[src/rtl/i2c_rx_byte_buffer.sv]
// ---------------------------------------------------------------------------
// i2c_rx_byte_buffer
//
// Receive-side byte assembler for the I2C master. Serial bits sampled from
// SDA during a read transfer are shifted in MSB-first and packed into up to
// MAX_BYTES byte slots. The slots are presented as one parallel bus for the
// host register file. With every completed byte the block tells the bit
// engine whether to ACK (more bytes wanted) or NACK (final byte).
//
// Ports
//   clk        system clock, all state changes on the rising edge
//   rst        synchronous active-high reset, highest priority
//   start      one-cycle pulse: clear buffered state and begin a reception
//   length     bytes to receive, sampled on start, clamped to MAX_BYTES
//   bit_valid  one-cycle strobe qualifying bit_in
//   bit_in     sampled SDA data bit
//   data_out   byte k at [8*MAX_BYTES-1-8k -: 8], byte 0 in the MSBs
//   count      number of completed bytes
//   byte_done  one-cycle pulse when a byte has been written to its slot
//   ack_bit    meaningful with byte_done: 0 = ACK, 1 = NACK (final byte)
//   busy       reception in progress
//   done       reception complete, held until start or rst
//   overflow   sticky: a bit arrived after completion, cleared by start/rst
// ---------------------------------------------------------------------------
module i2c_rx_byte_buffer #(
  parameter int MAX_BYTES = 8
) (
  input  logic                   clk,
  input  logic                   rst,
  input  logic                   start,
  input  logic [3:0]             length,
  input  logic                   bit_valid,
  input  logic                   bit_in,
  output logic [8*MAX_BYTES-1:0] data_out,
  output logic [3:0]             count,
  output logic                   byte_done,
  output logic                   ack_bit,
  output logic                   busy,
  output logic                   done,
  output logic                   overflow
);

  typedef enum logic [1:0] {
    ST_IDLE    = 2'd0,
    ST_COLLECT = 2'd1,
    ST_DONE    = 2'd2
  } state_t;

  state_t     state;
  logic [3:0] eff_len;    // length captured on start, already clamped
  logic [6:0] shift_p0;   // the first seven bits of the byte in progress
  logic [2:0] bit_cnt;    // bits of the current byte received so far

  // Requests longer than the slot array are truncated to a full buffer.
  function automatic logic [3:0] clamp_len(input logic [3:0] len);
    if (len > 4'(MAX_BYTES)) begin
      return 4'(MAX_BYTES);
    end
    return len;
  endfunction

  // Completed byte: seven buffered bits followed by the current one, so the
  // first bit on the wire lands in bit 7.
  function automatic logic [7:0] assemble_byte(input logic [6:0] head,
                                               input logic       tail);
    return {head, tail};
  endfunction

  logic [3:0] count_nxt;
  logic [7:0] byte_nxt;
  logic       last_byte;

  always_comb begin
    count_nxt = count + 4'd1;
    byte_nxt  = assemble_byte(shift_p0, bit_in);
    last_byte = (count_nxt == eff_len);
  end

  always_ff @(posedge clk) begin
    if (rst) begin
      state     <= ST_IDLE;
      eff_len   <= '0;
      shift_p0  <= '0;
      bit_cnt   <= '0;
      data_out  <= '0;
      count     <= '0;
      byte_done <= 1'b0;
      ack_bit   <= 1'b0;
      busy      <= 1'b0;
      done      <= 1'b0;
      overflow  <= 1'b0;
    end else begin
      byte_done <= 1'b0;

      if (start) begin
        // Restart from any state; a bit strobed in the same cycle is dropped.
        eff_len  <= clamp_len(length);
        shift_p0 <= '0;
        bit_cnt  <= '0;
        data_out <= '0;
        count    <= '0;
        overflow <= 1'b0;
        if (clamp_len(length) == 4'd0) begin
          state <= ST_DONE;
          busy  <= 1'b0;
          done  <= 1'b1;
        end else begin
          state <= ST_COLLECT;
          busy  <= 1'b1;
          done  <= 1'b0;
        end
      end else begin
        unique case (state)
          ST_IDLE: begin
            // Stray bits before a start are ignored.
          end

          ST_COLLECT: begin
            if (bit_valid) begin
              shift_p0 <= byte_nxt[6:0];
              bit_cnt  <= bit_cnt + 3'd1;
              if (bit_cnt == 3'd7) begin
                // Slot index is the pre-increment count; constant slice
                // bases keep the write a plain per-slot enable.
                for (int k = 0; k < MAX_BYTES; k++) begin
                  if (count == 4'(k)) begin
                    data_out[8*(MAX_BYTES-1-k) +: 8] <= byte_nxt;
                  end
                end
                count     <= count_nxt;
                byte_done <= 1'b1;
                ack_bit   <= last_byte;
                if (last_byte) begin
                  state <= ST_DONE;
                  busy  <= 1'b0;
                  done  <= 1'b1;
                end
              end
            end
          end

          ST_DONE: begin
            if (bit_valid) begin
              overflow <= 1'b1;
            end
          end

          default: begin
            state <= ST_IDLE;
            busy  <= 1'b0;
            done  <= 1'b0;
          end
        endcase
      end
    end
  end

endmodule
[config.mk]
export PLATFORM = sky130hd
export DESIGN_NAME = i2c_rx_byte_buffer
export DESIGN_NICKNAME = d
export VERILOG_FILES = /design/src/rtl/i2c_rx_byte_buffer.sv
export SDC_FILE = /design/constraint.sdc
export NUM_CORES = 1
export LEC_CHECK = 0
export BUFFER_PORTS_ARGS = -buffer_cell sky130_fd_sc_hd__buf_2
export CAP_MARGIN = 0
export CORE_MARGIN = 2
export CORE_UTILIZATION = 48
export CTS_CLUSTER_DIAMETER = 30
export DETAILED_ROUTE_END_ITERATION = 6
export PLACE_DENSITY = 0.78
export SYNTH_ARGS = -nofsm -noshare
export SYNTH_HDL_FRONTEND = slang
export SYNTH_SLANG_ARGS = --single-unit
[constraint.sdc]
create_clock -name clk -period 1.6 [get_ports clk]
set_clock_uncertainty 0.15 [all_clocks]
set_input_delay 0.16 -clock clk [delete_from_list [all_inputs] [get_ports clk]]
set_output_delay 0.16 -clock clk [all_outputs]
set_load 0.05 [all_outputs]
==> results of run 1 <==
-- repair_timing --
item                                   CTS  global route
resized for setup                        3            11
cloned                                   0             0
buffers inserted                         3             2
setup endpoints to repair               68            70
endpoints found under the hold margin    7             0
pin swaps                                3             7
hold buffers                             4             0
-- stage by stage --
stage          hold slack (ns)  total power [mW]  std cells  setup TNS [ns]  setup WS [ns]
6_report                0.0273              3.75        541           -5.95         -0.128
5_1_grt                 0.0735              3.87        541           -9.88         -0.187
4_1_cts                 0.0217              3.76        539           -6.71         -0.135
3_5_place_dp             0.275              2.37        516           -6.77         -0.179
3_3_place_gp             0.265              2.36        516           -4.56         -0.120
2_1_floorplan            0.154              2.32        333           -1.67        -0.0563
-- flip-flops by register name (all words and copies together) (netlist names) --
name,count
count,4
bit_cnt,3
overflow,1
byte_done,1
done,1
eff_len,4
shift_p0,7
ack_bit,1
busy,1
data_out,64
-- power groups by stage --
stage | logic, mW | clock network (mW) | registers, mW
2_1_floorplan | 0.0813 | 0 | 2.24
3_3_place_gp | 0.140 | 0 | 2.22
3_5_place_dp | 0.143 | 0 | 2.22
4_1_cts | 0.151 | 1.44 | 2.17
5_1_grt | 0.173 | 1.52 | 2.18
6_report | 0.159 | 1.42 | 2.17
-- worst paths after layout --
| kind | slack [ns] | to |
|---|---|---|
| worst min-delay path | 0.03 | eff_len[2]$_SDFFE_PP0P_ |
| worst max register to register | -0.13 | data_out[30]$_SDFFE_PP0P_ |
| worst max-delay path | -0.13 | data_out[30]$_SDFFE_PP0P_ |
| worst min register to register | 0.31 | data_out[18]$_SDFFE_PP0P_ |
-- kinds of logic after synthesis --
kind of cell	after synthesis	synth area share, %
and+or+nand+nor	120	17.5
buffers and inverters	23	3.46
xor gates and xnor gates	6	1.94
adders and majority gates	6	2.16
muxes	74	21.3
DFF	87	50.1
AOI/OAI and AO/OA	17	3.49
-- worst register-to-register path: cells and delay by family (launching register included) --
family        cells  cell delay [ns]
flops             1             0.36
buf+inv           2             0.30
simple gates      2             0.39
fa+ha+maj         2             0.26
mux               1             0.16
-- synth_stat cells (2+ instances only) --
cell	number
nand2b_1	2
nand4_4	5
clkbuf_1	8
inv_1	5
a21oi_1	5
a31oi_1	2
nor3_1	3
xor2_1	2
ha_1	6
buf_2	5
dfxtp_1	87
nand3_1	2
and4_1	2
mux2i_1	74
nand4_2	3
nand2_1	80
a2bb2oi_1	3
xnor2_1	3
nor2_1	17
a31o_2	2
-- cell type report --
class / instances / area share, %
repair buffers: 109 / 15.3
clock inverters: 6 / 1.20
well taps: 99 / 2.76
multi-input cells: 223 / 38.1
inverters: 7 / 0.585
flip-flops and latches: 87 / 39.2
clock buffers: 10 / 2.84
-- per-layer routing --
layer,vias up,wire length (µm),part of all wire (%)
met1,1243,3560,45
met5,-,0,0
met4,0,152,1.9
met3,10,290,3.7
met2,69,3870,49
li1,1349,-,-
==> flow_summary.ini, run 1 <==
[status]
status = finished with violations
violations = setup timing

[setup_path]
worstPathCellList = ha_4 -> ha_4 -> and4b_1 -> buf_12 -> buf_4 -> nand4_4 -> mux2i_1
cpMaxStageDelayCell = dfxtp_2
required_ns = 1.68
critPathLaunch = bit_cnt[1]$_SDFFE_PP0P_
crit_family = simple AND/OR/NAND/NOR gates
crit_buf_inv = 2
max_stage_delay_ns = 0.36
critPathKind = register to register
endpoint_kind = register
r2r-start = bit_cnt[1]$_SDFFE_PP0P_
crit_path_start_kind = register
cp_common_cell = ha_4
crit_arrival_ns = 1.81
crit_fanout = 12
r2r_cells = 7
worst-path-stages = 7

[global_routing]
grtUsageMet1_pct = 25.8
overflow = 0
grt_pass1_wl_um = 12300
grt_busiest_layer = met2
antenna_found_initial = 0
grt_pass1_vias = 2547
grtUsageMet3_pct = 3.51
use_met2_pct = 33.9
grt_use_total_pct = 20.3
grt_max_degree = 31

[pwr]
power.switching_mw = 0.928
p_seq_share_pct = 58.0
power.share.combinational_pct = 4.2
peakVddDrop_v = 0.000434
internal_power_mw = 2.82
p_clk_share_pct = 37.8
netSwitchingFraction_pct = 24.8
p_per_area_mw_per_mm2 = 835
p_leak_nw = 2.32

[cts]
clock-sinks = 87
cts_tree = done
cts.clk_slew.worst_paths_ns = 0.08
clock_latency_ns = 0.35
clk_path_buf_depth = 2
htreeDepth = 3
cts_buffers = 9
cts-root-buf = clkbuf_8

[layout]
drive_gt1_share_pct = 34.8
final_util_pct = 62.9
mostFrequentLayoutCells = 81 x buf_2, 80 x nand2_1, 79 x dfxtp_1
fin_area_mm2 = 0.00449
fillers = 600
multiInputGateArea_mm2 = 0.00171
area_growth_pct = 29.3
diodes = 0
mostFrequentLayoutCell = buf_2
fin_nets = 452
ff_latch_area_mm2 = 0.00176

[yosys]
yosysWarnings = 0
yosys-top-cells-area = dfxtp_1 50%, mux2i_1 21%, nand2_1 8.6%
avgSynthCellArea_um2 = 10.4
synthCells = 333
ys_ff_latch = 87
synth_enable_flop_cells = 0
syn-cell-area_mm2 = 0.00347
yosysUniqueCellTypes = 37
synth_fp_nets = 348
netlist.area_leader.share_pct = 50.1
yosysTopAreaCell = dfxtp_1
ys_seq_area_share_pct = 50.1
synthArstFlopShare_pct = 0
ys.flop_type = dfxtp_1

[sta]
final-hold-violation-count = 0
layout_setup_ws_ns = -0.128
timing_max_transition_violations_final = 0
min_period_ns = 1.73
setup_viol = 68
min_period_over_period_pct = 108
grt_setup_unrepaired = yes
slew_headroom_pct = 73.7
tightest_slew_ns = 0.393
clock.fmax_ghz = 0.579

[drt]
vias_per_cell = 4.94
wl_um = 7870
routedWlPerCell_um = 14.6
dr.pass1.iters = 4
drt_iter0_drc = 77
ant_nets = 0
vias = 2671
drc = 0

[place]
io_buffers = 81
globalplace.congestion = 0.749
dpl.hpwl_um = 5630
place_area_mm2 = 0.00417

[die]
fp.dieW_um = 89.1
rows = 31
fp.coreArea_mm2 = 0.00714
ios = 82
die_h_um = 89.1
start_util_pct = 48.7
fp.dieArea_mm2 = 0.00794

[hold_path]
whs_path_depth = 4
hp-class = primary input to register
min_from = length[2]

[flow_run]
drv_cap = 0
Power figures use the tool's default switching activity.
==> run 2: changes to the inputs <==
--- a/config.mk
+++ b/config.mk
@@ -7,7 +7,6 @@
 export LEC_CHECK = 0
 export BUFFER_PORTS_ARGS = -buffer_cell sky130_fd_sc_hd__buf_2
 export CAP_MARGIN = 0
-export CORE_MARGIN = 2
 export CORE_UTILIZATION = 48
 export CTS_CLUSTER_DIAMETER = 30
 export DETAILED_ROUTE_END_ITERATION = 6
==> run 2 against run 1 <==
  * Clock power increased by 13%
  * Wire length is 7.5% higher
  * Maximum frequency decreased by 3.0%
  * The run still ends with setup timing left
  * Combinational power barely moved
==> flow_summary.ini, run 2 (synthesis gave the netlist of run 1 again) <==
[status]
status = finished with violations
violations = setup timing

[drt]
vias = 2790
drt_iter0_drc = 161
routedWlPerCell_um = 15.5
dr.pass1.iters = 4
vias_per_cell = 5.10
drc = 0
ant_nets = 0
wl_um = 8460

[sta]
final-hold-violation-count = 0
clock.fmax_ghz = 0.562
grt_setup_unrepaired = yes
tns_ns = -8.75
slew_headroom_pct = 75.9
setup_viol = 68
timing_max_transition_violations_final = 0
tightest_slew_ns = 0.361
min_period_over_period_pct = 111
holdWs_ns = 0.0248
layout_setup_ws_ns = -0.180
min_period_ns = 1.78

[place]
globalplace.congestion = 0.791
dpl.hpwl_um = 5730
io_buffers = 81
dp_cells = 522

[global_routing]
grt_pass1_wl_um = 13100
grt_max_degree = 36
grt_pass1_vias = 2683
antenna_found_initial = 0
overflow = 0
grt_use_total_pct = 22.7

[layout]
area_growth_pct = 33.0
final_cell_count_no_fill = 547
fin_nets = 461
mostFrequentLayoutCell = buf_2
fillers = 556
final_util_pct = 66.9
top_regs = data_out x64, shift_p0 x7
largest_register = data_out
largest_reg_flops = 64
drive_gt1_share_pct = 37.0
diodes = 0
mostFrequentLayoutCells = 81 x buf_2, 79 x dfxtp_1, 78 x nand2_1

[pwr]
p_per_area_mw_per_mm2 = 853
peakVddDrop_v = 0.000730
p_leak_nw = 2.39

[setup_path]
endpoint_kind = register
crit_path_start_kind = register
crit_buf_inv = 2
critPathKind = register to register
cpMaxStageDelayCell = dfxtp_2
r2r_cells = 7
crit_fanout = 7
cp_common_cell = ha_4
worstPathCellList = ha_4 -> ha_4 -> and4b_2 -> buf_12 -> nand4_4 -> buf_6 -> mux2i_2
max_stage_delay_ns = 0.37
required_ns = 1.68
crit_arrival_ns = 1.86
r2r-start = bit_cnt[0]$_SDFFE_PP0P_
r2r-end = data_out[47]$_SDFFE_PP0P_
crit_family = simple AND/OR/NAND/NOR gates
r2r_slack_ns = -0.18

[hold_path]
min_to = data_out[29]$_SDFFE_PP0P_
min_from = start
whs_path_depth = 4
hp-class = primary input to register

[die]
fp.coreArea_mm2 = 0.00691
rows = 30
ios = 82
start_util_pct = 50.3
fp.dieW_um = 87.1
die_h_um = 87.1
fp.dieArea_mm2 = 0.00758

[cts]
clock_latency_ns = 0.36
cts_tree = done
clock-sinks = 87
htreeDepth = 3
cts_buffers = 9
cts.clk_slew.worst_paths_ns = 0.09
cts-root-buf = clkbuf_8
clk_path_buf_depth = 2

[flow_run]
drv_cap = 0
run 2: cell count changes in the layout (fill, tap and decap cells not counted), moves of 2 or more:
cell,previous run,this run
a21oi_2,1,4
nand2_1,80,78
buf_4,19,23
buf_6,0,2
a21oi_1,4,1
run 2: per-layer routing:
| layer | track usage, % | share of wire [%] |
|---|---|---|
| met1 | 28.5 | 43 |
| met2 | 37.7 | 51 |
| met3 | 4.08 | 3.6 |
| met4 | 11.2 | 2.7 |
| met5 | 0 | 0 |
run 2: worst max-delay path by stage:
stage	endpoint	from	slack (ns)	depth (start not counted)
final	data_out[47]$_SDFFE_PP0P_	bit_cnt[0]$_SDFFE_PP0P_	-0.18	7
after global routing	data_out[47]$_SDFFE_PP0P_	bit_cnt[0]$_SDFFE_PP0P_	-0.24	7
after CTS	data_out[47]$_SDFFE_PP0P_	bit_cnt[1]$_SDFFE_PP0P_	-0.17	7
after detailed placement	data_out[25]$_SDFFE_PP0P_	bit_cnt[1]$_SDFFE_PP0P_	-0.17	6
after global placement	data_out[26]$_SDFFE_PP0P_	bit_cnt[1]$_SDFFE_PP0P_	-0.11	6
after floorplan	data_out[48]$_SDFFE_PP0P_	bit_cnt[1]$_SDFFE_PP0P_	-0.06	7
run 2: stage by stage:
| step | worst slack (ns) | area (µm²) | total power, mW |
|---|---|---|---|
| finish | -0.180 | 4620 | 3.94 |
| global route | -0.239 | 4620 | 4.07 |
| global placement | -0.110 | 4230 | 2.37 |
| floorplan | -0.0563 | 3530 | 2.32 |
| CTS | -0.168 | 4560 | 3.96 |
| detailed placement | -0.170 | 4230 | 2.37 |
run 2: area by class of cell:
| cell class | instances | area, µm² | share of cell area (%) |
|---|---|---|---|
| well taps | 96 | 120 | 2.60 |
| clock buffers | 9 | 124 | 2.68 |
| repair buffers | 118 | 791 | 17.1 |
| multi-input cells | 223 | 1710 | 37.1 |
| flip-flops and latches | 87 | 1760 | 38.1 |
| clock inverters | 7 | 86.3 | 1.87 |
| inverters | 7 | 26.3 | 0.569 |
run 2: power by group:
part           internal [mW]  total [mW]  switching, mW
registers               2.17        2.17        0.00587
logic                 0.0620       0.158         0.0960
clock network          0.757        1.61          0.854
total                   2.99        3.94          0.956
run 2: timing repair:
action,4_1_cts,5_1_grt
hold buffers,5,0
setup endpoints to repair,68,71
pin swaps,9,11
resized for setup,7,16
gates cloned,0,1
setup buffers,5,0
endpoints found under the hold margin,7,0
run 2: tightest hold or removal path: cells and delay by family:
family | cells | cell delay, ns
buffers and inverters | 1 | 0.11
AND/OR/NAND/NOR | 2 | 0.15
multiplexers | 1 | 0.06
==> run 3: changes to the inputs <==
--- a/config.mk
+++ b/config.mk
@@ -7,10 +7,10 @@
 export LEC_CHECK = 0
 export BUFFER_PORTS_ARGS = -buffer_cell sky130_fd_sc_hd__buf_2
 export CAP_MARGIN = 0
-export CORE_UTILIZATION = 48
+export CORE_UTILIZATION = 55
 export CTS_CLUSTER_DIAMETER = 30
 export DETAILED_ROUTE_END_ITERATION = 6
-export PLACE_DENSITY = 0.78
+export PLACE_DENSITY = 0.84
 export SYNTH_ARGS = -nofsm -noshare
 export SYNTH_HDL_FRONTEND = slang
 export SYNTH_SLANG_ARGS = --single-unit
==> constraint.sdc (replaced) <==
create_clock -name clk -period 2.2 [get_ports clk]
set_clock_uncertainty 0.15 [all_clocks]
set_input_delay 0.22 -clock clk [delete_from_list [all_inputs] [get_ports clk]]
set_output_delay 0.22 -clock clk [all_outputs]
set_load 0.05 [all_outputs]
==> run 3 against run 2 <==
  * Sequential share of layout area is 4.2 points higher
  * Core utilization is 1.9 points higher
  * Die area is 12% lower
  * First-iteration DRC count is 36% lower
  * Critical path depth is 1 lower
  * Highest routed layer unchanged
  * Clock power is 36% lower
  * Design area is 11% lower
  * Via count is 4.3% lower
  * Worst setup slack better by 0.41 ns
  * Total power is 31% lower
  * Wire length is 11% lower
  * Clock-buffer cell count is 2 higher
  * The flow now finishes without violations
==> flow_summary.ini, run 3 (synthesis gave the netlist of run 1 again) <==
[cts]
cts_tree = done
postCtsSetupRepairBufs = 0
cts_buffers = 9
cts.clk_slew.worst_paths_ns = 0.09
cts-root-buf = clkbuf_8
clk_path_buf_depth = 2
htreeDepth = 3
cts_resized = 0
hold_buffers = 1
clock_latency_ns = 0.36
clock-sinks = 87

[sta]
setup_viol = 0
tightest_slew_ns = 0.626
min_period_over_period_pct = 89.5
tns_ns = 0
slew_headroom_pct = 58.1
final-hold-violation-count = 0
grt_setup_unrepaired = no
clock.fmax_ghz = 0.508
min_period_ns = 1.97
timing_max_transition_violations_final = 0

[setup_path]
crit_path_start_kind = register
crit_arrival_ns = 2.05
crit_fanout = 13
required_ns = 2.28
endpoint_kind = register
critPathKind = register to register

[flow_run]
drv_cap = 0

[layout]
largest_register = data_out
diodes = 0
fillers = 471
mostFrequentLayoutCells = 87 x dfxtp_1, 81 x buf_2, 80 x nand2_1
mostFrequentLayoutCell = dfxtp_1
fin_nets = 429
drive_gt1_share_pct = 27.0
top_regs = data_out x64, shift_p0 x7
final_util_pct = 68.8
largest_reg_flops = 64
final_cell_count_no_fill = 494
area_growth_pct = 18.5

[drt]
dr.pass1.iters = 4
ant_nets = 0
routedWlPerCell_um = 15.3
vias = 2671
vias_per_cell = 5.41
drt_iter0_drc = 103
drc = 0
wl_um = 7570

[global_routing]
grt_pass1_wl_um = 12000
overflow = 0
grt_max_degree = 49
antenna_found_initial = 0
grt_use_total_pct = 24.3
grt_pass1_vias = 2473

[die]
fp.coreArea_mm2 = 0.00599
rows = 28
fp.dieW_um = 81.5
ios = 82
fp.dieArea_mm2 = 0.00664
die_h_um = 81.5
start_util_pct = 58.0

[pwr]
peakVddDrop_v = 0.000445
p_leak_nw = 2.20
p_per_area_mw_per_mm2 = 657

[status]
status = finished, final reports clean

[place]
io_buffers = 81
dp_cells = 477
dpl.hpwl_um = 5380
globalplace.congestion = 0.778

[hold_path]
hp-class = primary input to register
-- run 3: area by class of cell --
cell class,instances,area [µm²],share of cell area (%)
Inverter,7,26.3,0.638
Timing Repair Buffer,86,458,11.1
Sequential cell,87,1740,42.3
Multi-Input combinational cell,223,1620,39.3
Clock buffer,11,141,3.43
Clock inverter,5,40.0,0.972
Tap cell,75,93.8,2.28
-- run 3: path summary, 6_finish.rpt --
path	to	slack [ns]	cells past startpoint	from
max	data_out[36]$_SDFFE_PP0P_	0.23	6	bit_cnt[0]$_SDFFE_PP0P_
min	eff_len[1]$_SDFFE_PP0P_	0.03	2	rst
max reg2reg	data_out[36]$_SDFFE_PP0P_	0.23	6	bit_cnt[0]$_SDFFE_PP0P_
min reg2reg	data_out[59]$_SDFFE_PP0P_	0.31	2	data_out[59]$_SDFFE_PP0P_
-- run 3: per-stage QoR --
step / hold WS, ns / area, µm² / total power [mW] / setup slack (ns)
floorplan: 0.214 / 3470 / 1.69 / 0.173
global placement: 0.290 / 3930 / 1.71 / 0.276
global route: 0.0364 / 4120 / 2.80 / 0.108
CTS: 0.0249 / 4120 / 2.71 / 0.218
detailed placement: 0.299 / 3930 / 1.72 / 0.229
finish: 0.0321 / 4120 / 2.71 / 0.230
-- run 3: per-layer routing --
metal  GRT usage (%)  wire [µm]  vias up
met5               0          0        -
met4            12.0        161        0
met1            31.2       3410     1279
met2            39.6       3670       80
met3            3.78        326       14
li1                -          -     1298
-- run 3: power breakdown --
group	switching, mW	total (mW)	internal (mW)
registers	0.00669	1.59	1.58
logic	0.0618	0.0939	0.0321
clock network	0.576	1.03	0.449
-- run 3: critical path, stage by stage (launching register included) --
cell and delay, ns:
dfxtp_1 0.35, ha_1 0.15, ha_1 0.17, and4b_1 0.20
buf_4 0.25, nand4_2 0.36, mux2i_1 0.21
